**src/rtl/piso_bit_feeder.sv**
```systemverilog
`default_nettype none
// +----------------------------------------------------------------------------+
// | piso_bit_feeder : WIDTH-bit valid/ready word to gap-free serial bit stream  |
// | Rev 1.0                                                                    |
// +----------------------------------------------------------------------------+
module piso_bit_feeder #(
  parameter int WIDTH     = 8,
  parameter bit MSB_FIRST = 1'b1
) (
  input  logic             clk,
  input  logic             reset_n,
  input  logic [WIDTH-1:0] din,
  input  logic             din_valid,
  output logic             din_ready,
  output logic             x,
  output logic             x_valid,
  output logic             last,
  output logic             busy
);

  localparam int              CW       = $clog2(WIDTH);
  localparam logic [CW-1:0]   C_LAST   = CW'(WIDTH - 1);
  localparam logic [0:0]      C_IDLE   = 1'b0;
  localparam logic [0:0]      C_SHIFT  = 1'b1;

  logic [0:0]       state_q, state_d;
  logic [CW-1:0]    cnt_q, cnt_d;
  logic [WIDTH-1:0] sh_q, sh_d;
  logic             x_q, x_d;
  logic             xv_q, xv_d;

  logic [WIDTH-1:0] w_load_sh;
  logic [WIDTH-1:0] w_shift_sh;
  logic             w_load_bit;
  logic             w_shift_bit;
  logic             w_accept;

  // sh_q holds only the bits not yet presented; the bit on x has already left it
  generate
    if (MSB_FIRST) begin : g_msb_first
      assign w_load_bit  = din[WIDTH-1];
      assign w_load_sh   = {din[WIDTH-2:0], 1'b0};
      assign w_shift_bit = sh_q[WIDTH-1];
      assign w_shift_sh  = {sh_q[WIDTH-2:0], 1'b0};
    end else begin : g_lsb_first
      assign w_load_bit  = din[0];
      assign w_load_sh   = {1'b0, din[WIDTH-1:1]};
      assign w_shift_bit = sh_q[0];
      assign w_shift_sh  = {1'b0, sh_q[WIDTH-1:1]};
    end
  endgenerate

  always_ff @(posedge clk or negedge reset_n) begin
    if (!reset_n) begin
      state_q <= C_IDLE;
      cnt_q   <= '0;
      sh_q    <= '0;
      x_q     <= 1'b0;
      xv_q    <= 1'b0;
    end else begin
      state_q <= state_d;
      cnt_q   <= cnt_d;
      sh_q    <= sh_d;
      x_q     <= x_d;
      xv_q    <= xv_d;
    end
  end

  assign w_accept = din_valid & din_ready;

  always_comb begin
    state_d = state_q;
    cnt_d   = cnt_q;
    sh_d    = sh_q;
    x_d     = 1'b0;
    xv_d    = 1'b0;
    if (w_accept) begin
      state_d = C_SHIFT;
      cnt_d   = '0;
      sh_d    = w_load_sh;
      x_d     = w_load_bit;
      xv_d    = 1'b1;
    end else if ((state_q == C_SHIFT) && !last) begin
      cnt_d   = cnt_q + CW'(1);
      sh_d    = w_shift_sh;
      x_d     = w_shift_bit;
      xv_d    = 1'b1;
    end else begin
      state_d = C_IDLE;
      cnt_d   = '0;
      sh_d    = '0;
    end
  end

  // Ready depends on state only, so a source may compute din_valid from it freely
  always_comb begin
    last      = (state_q == C_SHIFT) && (cnt_q == C_LAST);
    din_ready = (state_q == C_IDLE) || last;
  end

  assign x       = x_q;
  assign x_valid = xv_q;
  assign busy    = xv_q;

endmodule
`default_nettype wire
```
**config.mk**
```make
export PLATFORM = sky130hd
export DESIGN_NAME = piso_bit_feeder
export DESIGN_NICKNAME = d
export VERILOG_FILES = /design/src/rtl/piso_bit_feeder.sv
export SDC_FILE = /design/constraint.sdc
export NUM_CORES = 1
export LEC_CHECK = 0
export ABC_AREA = 1
export CAP_MARGIN = 10
export CELL_PAD_IN_SITES_DETAIL_PLACEMENT = 1
export CELL_PAD_IN_SITES_GLOBAL_PLACEMENT = 1
export CORE_MARGIN = 2
export CORE_UTILIZATION = 30
export CTS_BUF_LIST = sky130_fd_sc_hd__clkbuf_4 sky130_fd_sc_hd__clkbuf_8 sky130_fd_sc_hd__clkbuf_16
export CTS_CLUSTER_SIZE = 24
export DETAILED_ROUTE_END_ITERATION = 10
export PLACE_DENSITY_LB_ADDON = 0.1
export SLEW_MARGIN = 20
export SYNTH_ARGS = -nofsm -noshare
export SYNTH_HDL_FRONTEND = slang
export SYNTH_SLANG_ARGS = --single-unit
```
**constraint.sdc**
```tcl
create_clock -name clk -period 2.16 [get_ports clk]
set_input_delay 0.648 -clock clk [delete_from_list [all_inputs] [get_ports clk]]
set_output_delay 0.648 -clock clk [all_outputs]
set_load 0.02 [all_outputs]
```
==> run_results.csv <==
group,metric,value,unit
synthesis,ys_seq_area_share,55.91,%
placed_design,numPortBuffers,15,
detailed_routing,first_pass_iters,1,
floorplan,die_y,48.04,um
worst_setup_path,crit_top_cell,"ha_1",
pwr,combPwrFrac,42.1,%
timing,slew_headroom,60.88,%
clock_tree,cts_tree,"yes",
pwr,fin_total_pwr,0.0009400,W
floorplan,start_util,32.63,%
worst_setup_path,reg2reg_depth,7,
clock_tree,ctsResizeCount,4,
worst_setup_path,cp_cell_sequence,"ha_1, ha_1, inv_2, nand2_4, clkbuf_2",
worst_setup_path,crit_fanout,3,
clock_tree,cts_root_buf,"clkbuf_4",
worst_setup_path,slowest_delay,0.39,ns
global_route,grt_max_degree,14,
placed_design,dp_hpwl,768.8,um
pwr,p_leak,0.3868,nW
timing,fmax,504.6,MHz
worst_setup_path,required,1.51,ns
worst_setup_path,cp-endpoint,"din_ready",
finish,fin_nets,87,
global_route,grt-ovfl-total,0,
detailed_routing,drc,0,
timing,final.setup.tns,0,ns
synthesis,synthArstFlopShare,100.0,%
worst_setup_path,r2r_end,"state_q",
clock_tree,htree_levels,1,
synthesis,yosysTopAreaCell,"dfrtp_1",
synthesis,syn_avg_cell_area,10.58,um^2
worst_setup_path,crit_start,"cnt_q[0]",
worst_setup_path,critPathBufInv,2,
pwr,vdd_drop_max,0.5563,mV
floorplan,coreArea,1783,um^2
placed_design,place_congestion,0.6056,
worst_setup_path,crit_arrival,1.33,ns
finish,drive_above_1_share,26.03,%
timing,final-setup-viol-count,0,
pwr,switching_share,37.01,%
detailed_routing,drt-total-wl,1020,um
global_route,grt_pass1_wl,1800,um
detailed_routing,ant_nets,0,
floorplan,dieArea,2308,um^2
detailed_routing,routedWlPerCell,10.41,um
pwr,power.density,1238,nW/um^2
clock_tree,clock_path_buffers,2,
synthesis,synth_area_leaders,"dfrtp_1 56%, nand2_1 9.0%, nand3_2 6.9%, ha_1 4.3%, nand2_2 4.3%",
floorplan,rows,15,
worst_setup_path,path_depth,5,
run_status,status,"completed",
global_route,grt_pass1_vias,410,
synthesis,syn_inst,55,
pwr,p_clk_share,17.4,%
synthesis,ys_ff_latch,13,
pwr,internal_power,0.0005921,W
finish,diodes,0,
clock_tree,cts_made_buffers,3,
timing,finalMaxSlewViolations,0,
synthesis,synth_area,581.8,um^2
worst_setup_path,r2r-start,"cnt_q[0]",
synthesis,synth_edf_count,0,
timing,worst_pin_slew,0.5850,ns
worst_setup_path,worstSetupEndpointType,"output port",
detailed_routing,drt_iter0_drc,0,
synthesis,yosys-top-cells-count,"14 x nand2_1, 13 x dfrtp_1, 5 x inv_1",
clock_tree,clk_pin_slew,0.08,ns
synthesis,synth_cell_types,14,
timing,rsz0062_at_grt,"false",
timing,hold_viol_final,0,
floorplan,ioPinCount,16,
worst_setup_path,criticalPathCategory,"flop to output port",
synthesis,synthMostInstantiatedCell,"nand2_1",
placed_design,dpl_cell_area,739.5,um^2
worst_setup_path,worst-r2r-setup-slack,0.78,ns
min_path,hp-class,"flop to flop",
pwr,switchingPower,0.0003479,W
detailed_routing,detailroute.via_count,415,
timing,finalClockSkew,0.005312,ns
timing,fin_crit,1.982,ns
clock_tree,cts_sinks,13,
synthesis,yosys_most_used_dff,"dfrtp_1",
timing,post-route-period-util,91.75,%
job,drv_cap,0,
global_route,antenna_found_initial,0,
synthesis,synth_nets,68,
worst_setup_path,cp_top_family,"adder cells",
floorplan,die_x,48.04,um
worst_setup_path,crit_slowest_cell,"dfrtp_1",
worst_setup_path,start_kind,"flop",
detailed_routing,via_per_inst,4.235,
finish,final_area,759.5,um^2
global_route,grt_usage,12.05,%
synthesis,yosys.area.top_type_share,55.91,%
clock_tree,cts_hold_buf,0,
synthesis,yosysWarnings,0,
finish,final_core_util,42.60,%
finish,layout-area-overhead-vs-synth,30.54,%
clock_tree,post_cts_buffers,0,
pwr,seq_power_share,40.5,%
clock_tree,clock_latency,0.27,ns
per-layer routing:
metal	share of wire, %	track usage, %	routed length (um)
met5	0	0	0
met4	0.98	8.108	10
met3	4.9	3.396	50
met2	49	17.60	500
met1	45	15.35	458
cell families after synthesis:
kind of cell	share of synthesized area [%]
AND/OR/NAND/NOR	29.25
adder cells (fa/ha/maj)	4.300
buffers and inverters	10.54
flip-flops	55.91
power groups by stage:
stage               logic (W)  clock network (W)  registers [W]
finish               0.000396           0.000164       0.000380
global route         0.000464           0.000185       0.000389
global placement     0.000417                  0       0.000385
detailed placement   0.000424                  0       0.000388
CTS                  0.000420           0.000169       0.000383
floorplan            0.000298                  0       0.000396
layout make-up:
| type | count | area [um^2] |
|---|---|---|
| Fill cell | 215 | 1023 |
| Sequential cell | 13 | 325.3 |
| Multi-Input combinational cell | 33 | 195.2 |
| Timing Repair Buffer | 17 | 155.1 |
| Tap cell | 25 | 31.28 |
| Clock buffer | 4 | 30.03 |
| Inverter | 6 | 22.52 |
sequential cells by signal, summed over array words and instances, names as in the netlist:
register  count
x             1
state_q       1
busy          1
cnt_q         3
sh_q          7
worst reg2reg max path, cell delays in order (launching register included):
cell and delay [ns]:
dfrtp_1 0.39, ha_1 0.20, ha_1 0.21, inv_2 0.08, nand2_4 0.04, buf_4 0.18
nand2_1 0.11, nand2_1 0.06
per-stage QoR:
step                      worst slack, ns  std cells  hold WS [ns]
final                              0.1783         98        0.4456
after global routing              0.09472         98        0.4690
after CTS                         0.02099         98        0.4567
after detailed placement          0.07837         94        0.4395
after global placement             0.1040         94        0.4188
after floorplan                    0.4512         55        0.3524
cells in the final DEF (no fill, tap or decap):
master / count
nor2_1: 4
nand3_1: 3
inv_2: 1
nand2_2: 4
ha_1: 2
nand3_2: 4
nand2_4: 1
clkbuf_2: 2
nand2_1: 14
clkbuf_4: 4
dfrtp_1: 13
buf_4: 2
nor2_4: 1
clkdlybuf4s50_1: 13
inv_1: 5
how the worst min path moves through the flow:
stage                        start  endpoint  slack, ns  cells after the start
after floorplan            reset_n      busy       0.35                      0
after global placement    cnt_q[0]  cnt_q[0]       0.42                      1
after detailed placement   sh_q[7]         x       0.44                      2
after CTS                 cnt_q[0]  cnt_q[0]       0.46                      1
after global routing      cnt_q[0]  cnt_q[0]       0.47                      1
final                     cnt_q[0]  cnt_q[0]       0.45                      1
No activity file was read; power rests on OpenSTA's default activity.
